$ cat src/rtl/neuron_sched.sv
// Neuron-update scheduler: sweeps every (core, neuron) pair, fetching parameters,
// handing them to the neuron datapath and writing the resulting spike bit back.
module neuron_sched #(
  parameter int NUM_CORES   = 2,
  parameter int NUM_NEURONS = 256,
  localparam int CW = (NUM_CORES > 1) ? $clog2(NUM_CORES) : 1
) (
  input  logic          wb_clk_i,
  input  logic          wb_rst_i,
  input  logic          start_i,
  output logic          busy_o,
  output logic          done_o,
  output logic          param_rd_en_o,
  output logic [CW-1:0] param_core_o,
  output logic [7:0]    param_addr_o,
  output logic          nc_valid_o,
  input  logic          nc_ready_i,
  input  logic          nc_done_i,
  input  logic          nc_spike_i,
  output logic          omem_we_o,
  output logic [CW-1:0] omem_core_o,
  output logic [7:0]    omem_addr_o,
  output logic          omem_bit_o,
  output logic [15:0]   spike_cnt_o
);

  localparam logic [7:0]    LAST_N = 8'(NUM_NEURONS - 1);
  localparam logic [CW-1:0] LAST_C = CW'(NUM_CORES - 1);

  typedef enum logic [2:0] {
    IDLE      = 3'd0,
    FETCH     = 3'd1,
    WAIT_DATA = 3'd2,
    ISSUE     = 3'd3,
    WAIT_DONE = 3'd4,
    WRITE     = 3'd5,
    FINISH    = 3'd6
  } state_t;

  state_t        state_q, state_d;
  logic [CW-1:0] core_q, core_d;
  logic [7:0]    neuron_q, neuron_d;
  logic          spike_q, spike_d;
  logic [15:0]   cnt_q, cnt_d;

  logic          busy_q, done_q, rd_en_q, valid_q, we_q, obit_q;
  logic [CW-1:0] pcore_q, ocore_q;
  logic [7:0]    paddr_q, oaddr_q;

  // Next-state, counter advance and spike accounting
  always_comb begin
    state_d  = state_q;
    core_d   = core_q;
    neuron_d = neuron_q;
    spike_d  = spike_q;
    cnt_d    = cnt_q;
    case (state_q)
      IDLE: begin
        if (start_i) begin
          state_d  = FETCH;
          core_d   = {CW{1'b0}};
          neuron_d = 8'd0;
          cnt_d    = 16'd0;
        end else begin
          state_d = IDLE;
        end
      end
      FETCH:     state_d = WAIT_DATA;
      WAIT_DATA: state_d = ISSUE;
      ISSUE: begin
        if (nc_ready_i) state_d = WAIT_DONE;
        else            state_d = ISSUE;
      end
      WAIT_DONE: begin
        if (nc_done_i) begin
          state_d = WRITE;
          spike_d = nc_spike_i;
        end else begin
          state_d = WAIT_DONE;
        end
      end
      WRITE: begin
        if (spike_q && (cnt_q != 16'hFFFF)) cnt_d = cnt_q + 16'd1;
        else                                cnt_d = cnt_q;
        if (neuron_q != LAST_N) begin
          neuron_d = neuron_q + 8'd1;
          state_d  = FETCH;
        end else if (core_q != LAST_C) begin
          neuron_d = 8'd0;
          core_d   = core_q + CW'(1'b1);
          state_d  = FETCH;
        end else begin
          state_d = FINISH;
        end
      end
      FINISH:  state_d = IDLE;
      default: state_d = IDLE;
    endcase
  end

  // State, counters and latched spike
  always_ff @(posedge wb_clk_i) begin
    if (wb_rst_i) begin
      state_q  <= IDLE;
      core_q   <= {CW{1'b0}};
      neuron_q <= 8'd0;
      spike_q  <= 1'b0;
      cnt_q    <= 16'd0;
    end else begin
      state_q  <= state_d;
      core_q   <= core_d;
      neuron_q <= neuron_d;
      spike_q  <= spike_d;
      cnt_q    <= cnt_d;
    end
  end

  // Outputs are decoded from the next state so each strobe is a flop aligned with its state
  always_ff @(posedge wb_clk_i) begin
    if (wb_rst_i) begin
      busy_q  <= 1'b0;
      done_q  <= 1'b0;
      rd_en_q <= 1'b0;
      pcore_q <= {CW{1'b0}};
      paddr_q <= 8'd0;
      valid_q <= 1'b0;
      we_q    <= 1'b0;
      ocore_q <= {CW{1'b0}};
      oaddr_q <= 8'd0;
      obit_q  <= 1'b0;
    end else begin
      busy_q  <= (state_d != IDLE);
      done_q  <= (state_d == FINISH);
      rd_en_q <= (state_d == FETCH);
      pcore_q <= (state_d == FETCH) ? core_d : {CW{1'b0}};
      paddr_q <= (state_d == FETCH) ? neuron_d : 8'd0;
      valid_q <= (state_d == ISSUE);
      we_q    <= (state_d == WRITE);
      ocore_q <= (state_d == WRITE) ? core_q : {CW{1'b0}};
      oaddr_q <= (state_d == WRITE) ? neuron_q : 8'd0;
      obit_q  <= (state_d == WRITE) ? spike_d : 1'b0;
    end
  end

  assign busy_o        = busy_q;
  assign done_o        = done_q;
  assign param_rd_en_o = rd_en_q;
  assign param_core_o  = pcore_q;
  assign param_addr_o  = paddr_q;
  assign nc_valid_o    = valid_q;
  assign omem_we_o     = we_q;
  assign omem_core_o   = ocore_q;
  assign omem_addr_o   = oaddr_q;
  assign omem_bit_o    = obit_q;
  assign spike_cnt_o   = cnt_q;

endmodule

$ cat config.mk
export PLATFORM = sky130hd
export DESIGN_NAME = neuron_sched
export DESIGN_NICKNAME = d
export VERILOG_FILES = /design/src/rtl/neuron_sched.sv
export SDC_FILE = /design/constraint.sdc
export NUM_CORES = 1
export LEC_CHECK = 0
export ABC_CLOCK_PERIOD_IN_PS = 5700
export CAP_MARGIN = 10
export CORE_MARGIN = 3
export CORE_UTILIZATION = 35
export CTS_CLUSTER_DIAMETER = 50
export CTS_CLUSTER_SIZE = 24
export DETAILED_ROUTE_END_ITERATION = 16
export PLACE_DENSITY = 0.59
export SYNTH_ARGS = -nofsm -noshare
export SYNTH_HDL_FRONTEND = slang
export SYNTH_SLANG_ARGS = --single-unit
$ cat constraint.sdc
create_clock -name wb_clk_i -period 5.7 [get_ports wb_clk_i]
set_input_delay 1.71 -clock wb_clk_i [delete_from_list [all_inputs] [get_ports wb_clk_i]]
set_output_delay 1.71 -clock wb_clk_i [all_outputs]
set_load 0.1 [all_outputs]
==> reports/qor.yml, run 1 <==
finish:
  post_route_cells_drive_above_1_share_pct: 6.000
  synthToLayoutAreaGrowth_pct: 25.91
  instances_no_fill: 375
  fin_nets: 307
  insertedDiodeCount: 0
  area.sequential_um2: 1061
  utilization_pct: 47.10
  multiInputGateArea_um2: 1159
  final_common_cell: "sky130_fd_sc_hd__dfxtp_1"
  layout_common_cells: "sky130_fd_sc_hd__dfxtp_1, sky130_fd_sc_hd__clkdlybuf4s50_1, sky130_fd_sc_hd__nor2_1"
  nFillCells: 588
  stdcell_area_um2: 2888
pwr:
  p_comb_share_pct: 9.5
  power.switching_mw: 0.1778
  clock_power_share_pct: 32.9
  max-vdd-ir-drop_v: 0.0001037
  lkg_pwr_nw: 0.9599
  p_sw_share_pct: 26.93
  seq_power_share_pct: 57.6
  pwr_density_cell_nw_per_um2: 228.7
  internal_power_mw: 0.4825
sta:
  max_freq_mhz: 269.8
  relSlewSlack_pct: 34.56
  setup_repair_after_global_routing_missed_its_margin: "no"
  post_layout_minimum_cycle_time_ps: 3707
  report.final.slew_viol_count: 0
  min_period_over_period_pct: 65.03
  finalHoldViolations: 0
  final-setup-viol-count: 0
  tightest_slew_ps: 978.5
  worst_setup_slack_final_ps: 1993
  setup-tns-final_ps: 0
  skew_ps: 6.712
place:
  place.detailed.hpwl_mm: 3.740
  placedInstanceArea_um2: 2794
  placer_s_final_routability_congestion_estimate: 0.8573
  dpl.cell_count: 367
  dp_worst_setup_slack_ps: 2222
  port_buffers: 45
logic_synthesis:
  yosys_register_bits: 53
  syn-cell-area_um2: 2293
  syn_area_per_cell_um2: 8.959
  synth-seq-area-share_pct: 46.26
  proportion_of_register_bits_with_asynchronous_set_or_reset_after_synthesis_pct: 0
  ys_types: 53
  syn_inst: 256
  synth_fp_nets: 264
  ys.flop_type: "sky130_fd_sc_hd__dfxtp_1"
  synth_edf_count: 0
  count_of_yosys_warnings_during_synthesis: 0
critical_path:
  critical-path-slowest-cell: "sky130_fd_sc_hd__clkdlybuf4s50_1"
  path_delay_family: "buffers and inverters"
  critPathLaunchType: "register"
  path_class: "reg2out"
  end_kind: "primary output"
  cp_max_fo: 9
  crit_path_cell_trace: "clkdlybuf4s50_1"
  crit_required_ps: 3990
  largest_stage_delay_on_the_critical_path_ps: 1200
  worstPathBufferInverterCount: 1
  arrival_ps: 2000
clock_tree:
  ctsHtreeMaxLevel: 2
  cts.sinks: 53
  cts_buffer_depth: 2
  tritoncts_clock_tree: "yes"
  cts_hold_repair.buffers: 0
  insertion_delay_ps: 310
  cts_inserted_buffers: 5
  post_cts.resized_instances: 0
  path_clk_slew_ps: 100
  cts_post_setup_buffers_inserted: 0
  cts-root-buf: "sky130_fd_sc_hd__clkbuf_8"
detailed_routing:
  detail_route.drc_violations: 0
  drt_wl_total_mm: 5.430
  routed-via-count: 2026
  drt_first_pass_iters: 4
  vias_per_cell: 5.403
  detail-route-antenna-nets: 0
  routed_wire_length_per_instance_um: 14.48
  drt_first_iter_violations: 105
global_route:
  globalRoute.totalOverflow: 0
  antenna_violations_before_repair: 0
  first_global_vias: 1982
  gr-usage-all-layers_pct: 15.30
  grt_max_degree: 35
  wire_length_of_the_first_global_routing_pass_mm: 9.466
floorplanning:
  die_h_um: 86.95
  num_rows: 28
  ioPinCount: 46
  dieArea_um2: 7560
  floorplan.die.width_um: 86.95
  initial_util_pct: 37.41
  placeableCoreArea_um2: 6131
worst_hold_path:
  hold_class: "reg2reg"
flow_run:
  cap_viol_max_count: 0
status:
  run_status: "finished clean"
sequential cells by signal, indices dropped and copies added, names as in the netlist:
signal	cells
spike_cnt_o	16
param_addr_o	8
state_q	3
omem_addr_o	8
busy_o	1
param_core_o	1
omem_we_o	1
omem_bit_o	1
neuron_q	8
done_o	1
spike_q	1
param_rd_en_o	1
core_q	1
nc_valid_o	1
omem_core_o	1
cell families (layout without fill, tap and decap cells):
group | count (synthesis) | in the layout | share of synthesized area, %
AO/OA/AOI/OAI | 62 | 62 | 18.55
adder cells (fa/ha/maj) | 2 | 2 | 1.091
buffers and inverters | 16 | 60 | 3.218
flip-flops | 53 | 53 | 46.26
multiplexers | 5 | 5 | 2.237
AND/OR/NAND/NOR | 118 | 118 | 28.64
cell usage after synthesis, types with 3 or more instances:
| cell type | n | area share, % |
|---|---|---|
| sky130_fd_sc_hd__o211ai_1 | 8 | 2.6 |
| sky130_fd_sc_hd__and2_1 | 12 | 3.3 |
| sky130_fd_sc_hd__or3_1 | 6 | 1.6 |
| sky130_fd_sc_hd__nor2_1 | 32 | 5.2 |
| sky130_fd_sc_hd__nor4_1 | 3 | 0.82 |
| sky130_fd_sc_hd__a31oi_1 | 6 | 1.6 |
| sky130_fd_sc_hd__nor3_1 | 8 | 1.7 |
| sky130_fd_sc_hd__mux2i_1 | 4 | 1.7 |
| sky130_fd_sc_hd__nand4_1 | 9 | 2.5 |
| sky130_fd_sc_hd__nand2b_1 | 5 | 1.4 |
| sky130_fd_sc_hd__or4_1 | 3 | 0.98 |
| sky130_fd_sc_hd__nand2_1 | 13 | 2.1 |
| sky130_fd_sc_hd__buf_4 | 3 | 0.98 |
| sky130_fd_sc_hd__nand3_1 | 9 | 2.0 |
| sky130_fd_sc_hd__o21a_1 | 3 | 0.98 |
| sky130_fd_sc_hd__nor2b_1 | 3 | 0.82 |
| sky130_fd_sc_hd__and3_1 | 3 | 0.82 |
| sky130_fd_sc_hd__clkbuf_1 | 4 | 0.65 |
| sky130_fd_sc_hd__o21ai_1 | 7 | 1.5 |
| sky130_fd_sc_hd__inv_1 | 5 | 0.82 |
| sky130_fd_sc_hd__dfxtp_1 | 53 | 46 |
| sky130_fd_sc_hd__a21oi_1 | 18 | 3.9 |
final cells by class:
type	instances	area share, %
Multi-Input combinational cell	187	40.12
Sequential cell	53	36.74
Timing Repair Buffer	46	15.86
Tap cell	75	3.250
Clock buffer	5	2.383
Clock inverter	3	0.8666
Inverter	6	0.7799
final timing paths:
| path | end | slack (ps) | start | cells past startpoint |
|---|---|---|---|---|
| min reg2reg | omem_addr_o[6] | 520 | neuron_q[6] | 1 |
| max | spike_cnt_o[9] | 1990 | spike_cnt_o[9] | 1 |
| max reg2reg | spike_cnt_o[12] | 3380 | state_q[2] | 5 |
| min | omem_addr_o[6] | 520 | neuron_q[6] | 1 |
per-layer routing:
layer	routed length, µm	global-route usage [%]	vias up
li1	-	-	1034
met1	2666	20.64	947
met2	2519	25.05	43
met3	225	2.933	2
met4	18	3.824	0
met5	0	0	-
through the flow:
step / total power, mW / hold WS (ps)
6_report: 0.6603 / 523.9
5_1_grt: 0.6886 / 545.9
4_1_cts: 0.6721 / 525.4
3_5_place_dp: 0.4518 / 516.0
3_3_place_gp: 0.4512 / 509.3
2_1_floorplan: 0.4351 / 491.4
worst register-to-register path, cell delays in order, from the launching register on:
cell and delay, ps:
sky130_fd_sc_hd__dfxtp_1 560, sky130_fd_sc_hd__and3b_1 540, sky130_fd_sc_hd__nand2_1 350, sky130_fd_sc_hd__o21ai_1 440, sky130_fd_sc_hd__mux2i_1 240, sky130_fd_sc_hd__a21oi_1 80
power by group through the flow:
stage / registers (mW) / clock network [mW] / logic (mW)
final: 0.380 / 0.217 / 0.0628
after floorplan: 0.402 / 0 / 0.0334
after global routing: 0.381 / 0.240 / 0.0676
after CTS: 0.380 / 0.229 / 0.0630
after global placement: 0.389 / 0 / 0.0626
after detailed placement: 0.389 / 0 / 0.0629
Power figures use the tool's default switching activity.
==> run 2: changes to the inputs <==
--- a/config.mk
+++ b/config.mk
@@ -5,7 +5,7 @@
 export SDC_FILE = /design/constraint.sdc
 export NUM_CORES = 1
 export LEC_CHECK = 0
-export ABC_CLOCK_PERIOD_IN_PS = 5700
+export ABC_CLOCK_PERIOD_IN_PS = 3500
 export CAP_MARGIN = 10
 export CORE_MARGIN = 3
 export CORE_UTILIZATION = 35
==> constraint.sdc (replaced) <==
create_clock -name wb_clk_i -period 3.5 [get_ports wb_clk_i]
set_input_delay 1.05 -clock wb_clk_i [delete_from_list [all_inputs] [get_ports wb_clk_i]]
set_output_delay 1.05 -clock wb_clk_i [all_outputs]
set_load 0.1 [all_outputs]
==> run 2 against run 1 <==
Effect of this change:
- sequential power rose by 63%
- combinational power up 61%
- sequential cell count stayed put
- register-to-register slack got worse by 2200 ps
- critical path type is now in2reg
- global-route usage down 0.18 points
- clock skew up 3.5 ps
- worst setup slack got worse by 1100 ps
- design area is 2.9% lower
- sequential share of layout area rose by 1.1 points
- core utilization down 1.3 points
- highest routed layer unchanged
==> reports/qor.yml, run 2 (synthesis results as in run 1) <==
status:
  run_status: "finished clean"
clock_tree:
  cts_inserted_buffers: 5
  cts_buffer_depth: 2
  cts_post_setup_buffers_inserted: 0
  ctsHtreeMaxLevel: 2
  cts.sinks: 53
  cts-root-buf: "sky130_fd_sc_hd__clkbuf_8"
  tritoncts_clock_tree: "yes"
  post_cts.resized_instances: 0
  cts_hold_repair.buffers: 0
  path_clk_slew_ps: 90
  insertion_delay_ps: 310
critical_path:
  worst_r2r_path_depth: 5
  crit_required_ps: 3740
  critPathLaunchType: "primary input"
  arrival_ps: 2800
  cp_max_fo: 10
  end_kind: "register"
  path_class: "in2reg"
global_route:
  gr-usage-all-layers_pct: 15.12
  globalRoute.totalOverflow: 0
  first_global_vias: 1861
  grt_max_degree: 27
  antenna_violations_before_repair: 0
  wire_length_of_the_first_global_routing_pass_mm: 9.225
sta:
  max_freq_mhz: 389.9
  worst_setup_slack_final_ps: 935.1
  relSlewSlack_pct: 59.46
  tightest_slew_ps: 608.0
  finalHoldViolations: 0
  report.final.slew_viol_count: 0
  post_layout_minimum_cycle_time_ps: 2565
  setup-tns-final_ps: 0
  skew_ps: 10.22
  min_period_over_period_pct: 73.28
  final-setup-viol-count: 0
  setup_repair_after_global_routing_missed_its_margin: "no"
finish:
  nFillCells: 601
  fin_nets: 307
  layout_common_cells: "sky130_fd_sc_hd__dfxtp_1, sky130_fd_sc_hd__buf_4, sky130_fd_sc_hd__nor2_1"
  stdcell_area_um2: 2805
  multiInputGateArea_um2: 1159
  area.sequential_um2: 1061
  insertedDiodeCount: 0
  synthToLayoutAreaGrowth_pct: 22.31
  final_common_cell: "sky130_fd_sc_hd__dfxtp_1"
  largest_register_ff_count: 16
  post_route_cells_drive_above_1_share_pct: 19.00
  utilization_pct: 45.76
floorplanning:
  floorplan.die.width_um: 86.95
  die_h_um: 86.95
  initial_util_pct: 37.41
  dieArea_um2: 7560
  ioPinCount: 46
  placeableCoreArea_um2: 6131
  num_rows: 28
detailed_routing:
  drt_wl_total_mm: 5.541
  routed_wire_length_per_instance_um: 14.78
  vias_per_cell: 5.515
  drt_first_iter_violations: 204
  detail_route.drc_violations: 0
  detail-route-antenna-nets: 0
  routed-via-count: 2068
  drt_first_pass_iters: 5
pwr:
  max-vdd-ir-drop_v: 0.0002138
  pwr_density_cell_nw_per_um2: 405.4
  fin_total_pwr_mw: 1.137
  lkg_pwr_nw: 1.052
place:
  dp_worst_setup_slack_ps: 658.4
  placer_s_final_routability_congestion_estimate: 0.8486
  place.detailed.hpwl_mm: 3.829
  placedInstanceArea_um2: 2694
  port_buffers: 45
flow_run:
  cap_viol_max_count: 0
worst_hold_path:
  min_delay_path_depth: 1
  hold_class: "reg2reg"
[run 2: changes by cell type in the layout (fill, tap and decap cells not counted)]
cell and change:
sky130_fd_sc_hd__clkinvlp_4 -1, sky130_fd_sc_hd__clkdlybuf4s50_1 -40, sky130_fd_sc_hd__clkbuf_1 +1, sky130_fd_sc_hd__inv_6 -1
sky130_fd_sc_hd__buf_4 +40, sky130_fd_sc_hd__bufinv_16 +1
[run 2: power breakdown]
part           total, mW  switching [mW]  internal [mW]  leakage (nW)
Sequential         0.619         0.00940          0.610         0.428
Combinational      0.101          0.0712         0.0300         0.569
Clock              0.417           0.202          0.215        0.0554
Total               1.14           0.283          0.855          1.05
[run 2: routing by layer]
metal  vias to the layer above  GRT usage [%]  wire [µm]  share of wire, %
met5                         -              0          0                 0
met4                         0          4.249         40              0.72
met3                         5          3.217        365               6.6
met2                        80          23.60       2499                45
met1                       956          21.01       2636                48
li1                       1027              -          -                 -
[run 2: layout make-up]
class                   count  share of cell area, %
flip-flops and latches     53                  37.82
clock buffers               6                  2.587
clock inverters             2                  1.383
inverters                   6                 0.8029
multi-input cells         187                  41.30
repair buffers             46                  12.76
well taps                  75                  3.345
[run 2: critical path: stages]
cell and delay, ps:
sky130_fd_sc_hd__clkdlybuf4s50_1 450, sky130_fd_sc_hd__nor4bb_1 410, sky130_fd_sc_hd__a211oi_1 120, sky130_fd_sc_hd__a21oi_1 270, sky130_fd_sc_hd__o221ai_2 310, sky130_fd_sc_hd__nor2_1 180
[run 2: final timing paths]
check	startpoint	to	slack (ps)
setup / recovery	nc_done_i	param_addr_o[1]	940
hold / removal	neuron_q[5]	omem_addr_o[5]	540
setup reg to reg	state_q[2]	spike_cnt_o[12]	1170
hold reg to reg	neuron_q[5]	omem_addr_o[5]	540
[run 2: metrics by stage]
step / hold WS [ps] / std cells
after floorplan: 491.4 / 256
after global placement: 518.9 / 367
after detailed placement: 517.6 / 367
after CTS: 531.9 / 375
after global routing: 547.8 / 375
final: 537.3 / 375
==> run 3: changes to the inputs <==
--- a/config.mk
+++ b/config.mk
@@ -5,14 +5,14 @@
 export SDC_FILE = /design/constraint.sdc
 export NUM_CORES = 1
 export LEC_CHECK = 0
-export ABC_CLOCK_PERIOD_IN_PS = 3500
+export ABC_CLOCK_PERIOD_IN_PS = 2200
 export CAP_MARGIN = 10
 export CORE_MARGIN = 3
 export CORE_UTILIZATION = 35
 export CTS_CLUSTER_DIAMETER = 50
 export CTS_CLUSTER_SIZE = 24
 export DETAILED_ROUTE_END_ITERATION = 16
-export PLACE_DENSITY = 0.59
+export PLACE_DENSITY = 0.61
 export SYNTH_ARGS = -nofsm -noshare
 export SYNTH_HDL_FRONTEND = slang
 export SYNTH_SLANG_ARGS = --single-unit
==> constraint.sdc (replaced) <==
create_clock -name wb_clk_i -period 2.2 [get_ports wb_clk_i]
set_input_delay 0.66 -clock wb_clk_i [delete_from_list [all_inputs] [get_ports wb_clk_i]]
set_output_delay 0.66 -clock wb_clk_i [all_outputs]
set_load 0.1 [all_outputs]
==> run 3 against run 2 <==
Effect of this change:
- die area stayed put
- non-clock buffer count is 23 higher
- sequential power is 58% higher
- design area is 12% higher
- core utilization is 5.7 points higher
- total power is 51% higher
- sequential cell count stayed put
- global-route usage is 0.34 points higher
- critical path type is now reg2reg
- largest cell class unchanged
==> reports/qor.yml, run 3 (synthesis results as in run 1) <==
status:
  run_status: "finished clean"
pwr:
  p_sw_share_pct: 26.14
  internal_power_mw: 1.268
  lkg_pwr_nw: 1.193
  pwr_density_cell_nw_per_um2: 544.5
  power.switching_mw: 0.4486
  clock_power_share_pct: 31.5
  max-vdd-ir-drop_v: 0.0003448
  p_comb_share_pct: 11.3
  seq_power_share_pct: 57.1
sta:
  finalHoldViolations: 0
  relSlewSlack_pct: 63.68
  post_layout_minimum_cycle_time_ps: 2013
  setup_repair_after_global_routing_missed_its_margin: "no"
  tightest_slew_ps: 544.9
  min_period_over_period_pct: 91.51
  finalHoldWorstSlack_ps: 517.1
  max_freq_mhz: 496.7
  skew_ps: 7.512
  final-setup-viol-count: 0
  report.final.slew_viol_count: 0
global_route:
  use_met3_pct: 4.257
  use_met2_pct: 25.19
  antenna_violations_before_repair: 0
  global_route.usage.met1_pct: 19.51
  first_global_vias: 2081
  globalRoute.totalOverflow: 0
  wire_length_of_the_first_global_routing_pass_mm: 9.473
  gr-usage-all-layers_pct: 15.46
  grt_max_degree: 24
  grt.busiest_layer: "met2"
worst_hold_path:
  hold_class: "reg2reg"
flow_run:
  cap_viol_max_count: 0
clock_tree:
  cts_buffer_depth: 2
  cts.sinks: 53
  path_clk_slew_ps: 90
  ctsHtreeMaxLevel: 2
  post_cts.resized_instances: 0
  cts_post_setup_buffers_inserted: 0
  tritoncts_clock_tree: "yes"
  cts_hold_repair.buffers: 0
  cts-root-buf: "sky130_fd_sc_hd__clkbuf_8"
  insertion_delay_ps: 310
  cts_inserted_buffers: 5
critical_path:
  path_class: "reg2reg"
  critical-path-slowest-cell: "sky130_fd_sc_hd__or4_4"
  largest_stage_delay_on_the_critical_path_ps: 540
  cp_max_fo: 11
  crit_required_ps: 2460
  end_kind: "register"
  crit_path_cell_trace: "ha_1, nand3_2, or4_4, a21oi_4, and3_1, and2_1"
  critPathLaunchType: "register"
  arrival_ps: 2270
place:
  port_buffers: 45
  place.detailed.hpwl_mm: 4.141
  placer_s_final_routability_congestion_estimate: 0.8665
  placedInstanceArea_um2: 3064
finish:
  synthToLayoutAreaGrowth_pct: 37.42
  final_common_cell: "sky130_fd_sc_hd__buf_4"
  stdcell_area_um2: 3152
  insertedDiodeCount: 0
  largest_register_ff_count: 16
  layout_common_cells: "sky130_fd_sc_hd__buf_4, sky130_fd_sc_hd__dfxtp_1, sky130_fd_sc_hd__nor2_1"
  post_route_cells_drive_above_1_share_pct: 27.24
  fin_nets: 330
floorplanning:
  die_h_um: 86.95
  dieArea_um2: 7560
  initial_util_pct: 37.41
  floorplan.die.width_um: 86.95
  ioPinCount: 46
  placeableCoreArea_um2: 6131
  num_rows: 28
detailed_routing:
  routed_wire_length_per_instance_um: 14.09
  drt_wl_total_mm: 5.608
  routed-via-count: 2165
  vias_per_cell: 5.440
  drt_first_pass_iters: 4
  detail_route.drc_violations: 0
  drt_first_iter_violations: 108
  detail-route-antenna-nets: 0
[run 3: cell count changes in the layout (fill, tap and decap cells not counted), sizes merged]
cell / previous run / this run
buf: 41 / 64
clkinv: 1 / 0
clkinvlp: 0 / 2
bufinv: 1 / 0
[run 3: cell type report]
class / instances / area, µm²
multi-input cells: 187 / 1159
well taps: 75 / 93.84
fillers: 594 / 2979
flip-flops and latches: 53 / 1071
clock buffers: 6 / 72.57
repair buffers: 69 / 718.2
clock inverters: 2 / 15.01
inverters: 6 / 22.52
[run 3: worst paths after layout]
path	to	slack (ps)	from	cells past startpoint
min	spike_cnt_o[7]	520	spike_cnt_o[7]	1
max	omem_addr_o[4]	190	neuron_q[1]	6
min reg2reg	spike_cnt_o[7]	520	spike_cnt_o[7]	1
max reg2reg	omem_addr_o[4]	190	neuron_q[1]	6
[run 3: stage by stage]
stage	utilization (%)	setup slack, ps	cells	TNS (ps)	total power [mW]
detailed placement	49.98	-85.84	390	-972.9	1.197
CTS	51.41	168.6	398	0	1.733
global placement	49.98	-51.10	390	-755.3	1.197
floorplan	-	4.899	256	0	1.127
finish	51.41	186.8	398	0	1.716
global route	51.41	23.98	398	0	1.778
[run 3: critical path, delay by kind of cell, from the launching register on]
family,cells,cell delay [ps]
AND/OR/NAND/NOR,4,1110
flip-flops,1,440
adder cells (fa/ha/maj),1,250
AO/OA/AOI/OAI,1,150
[run 3: power by group through the flow]
stage / sequential [mW] / combinational [mW] / clock (mW)
finish: 0.981 / 0.195 / 0.541
global route: 0.982 / 0.209 / 0.586
CTS: 0.980 / 0.195 / 0.558
detailed placement: 1.00 / 0.195 / 0
global placement: 1.00 / 0.194 / 0
floorplan: 1.04 / 0.0866 / 0
[run 3: routing by layer]
metal  routed length (µm)  vias to the layer above
li1                     -                     1076
met1                 2598                     1010
met2                 2525                       69
met3                  401                       10
met4                   82                        0
met5                    0                        -
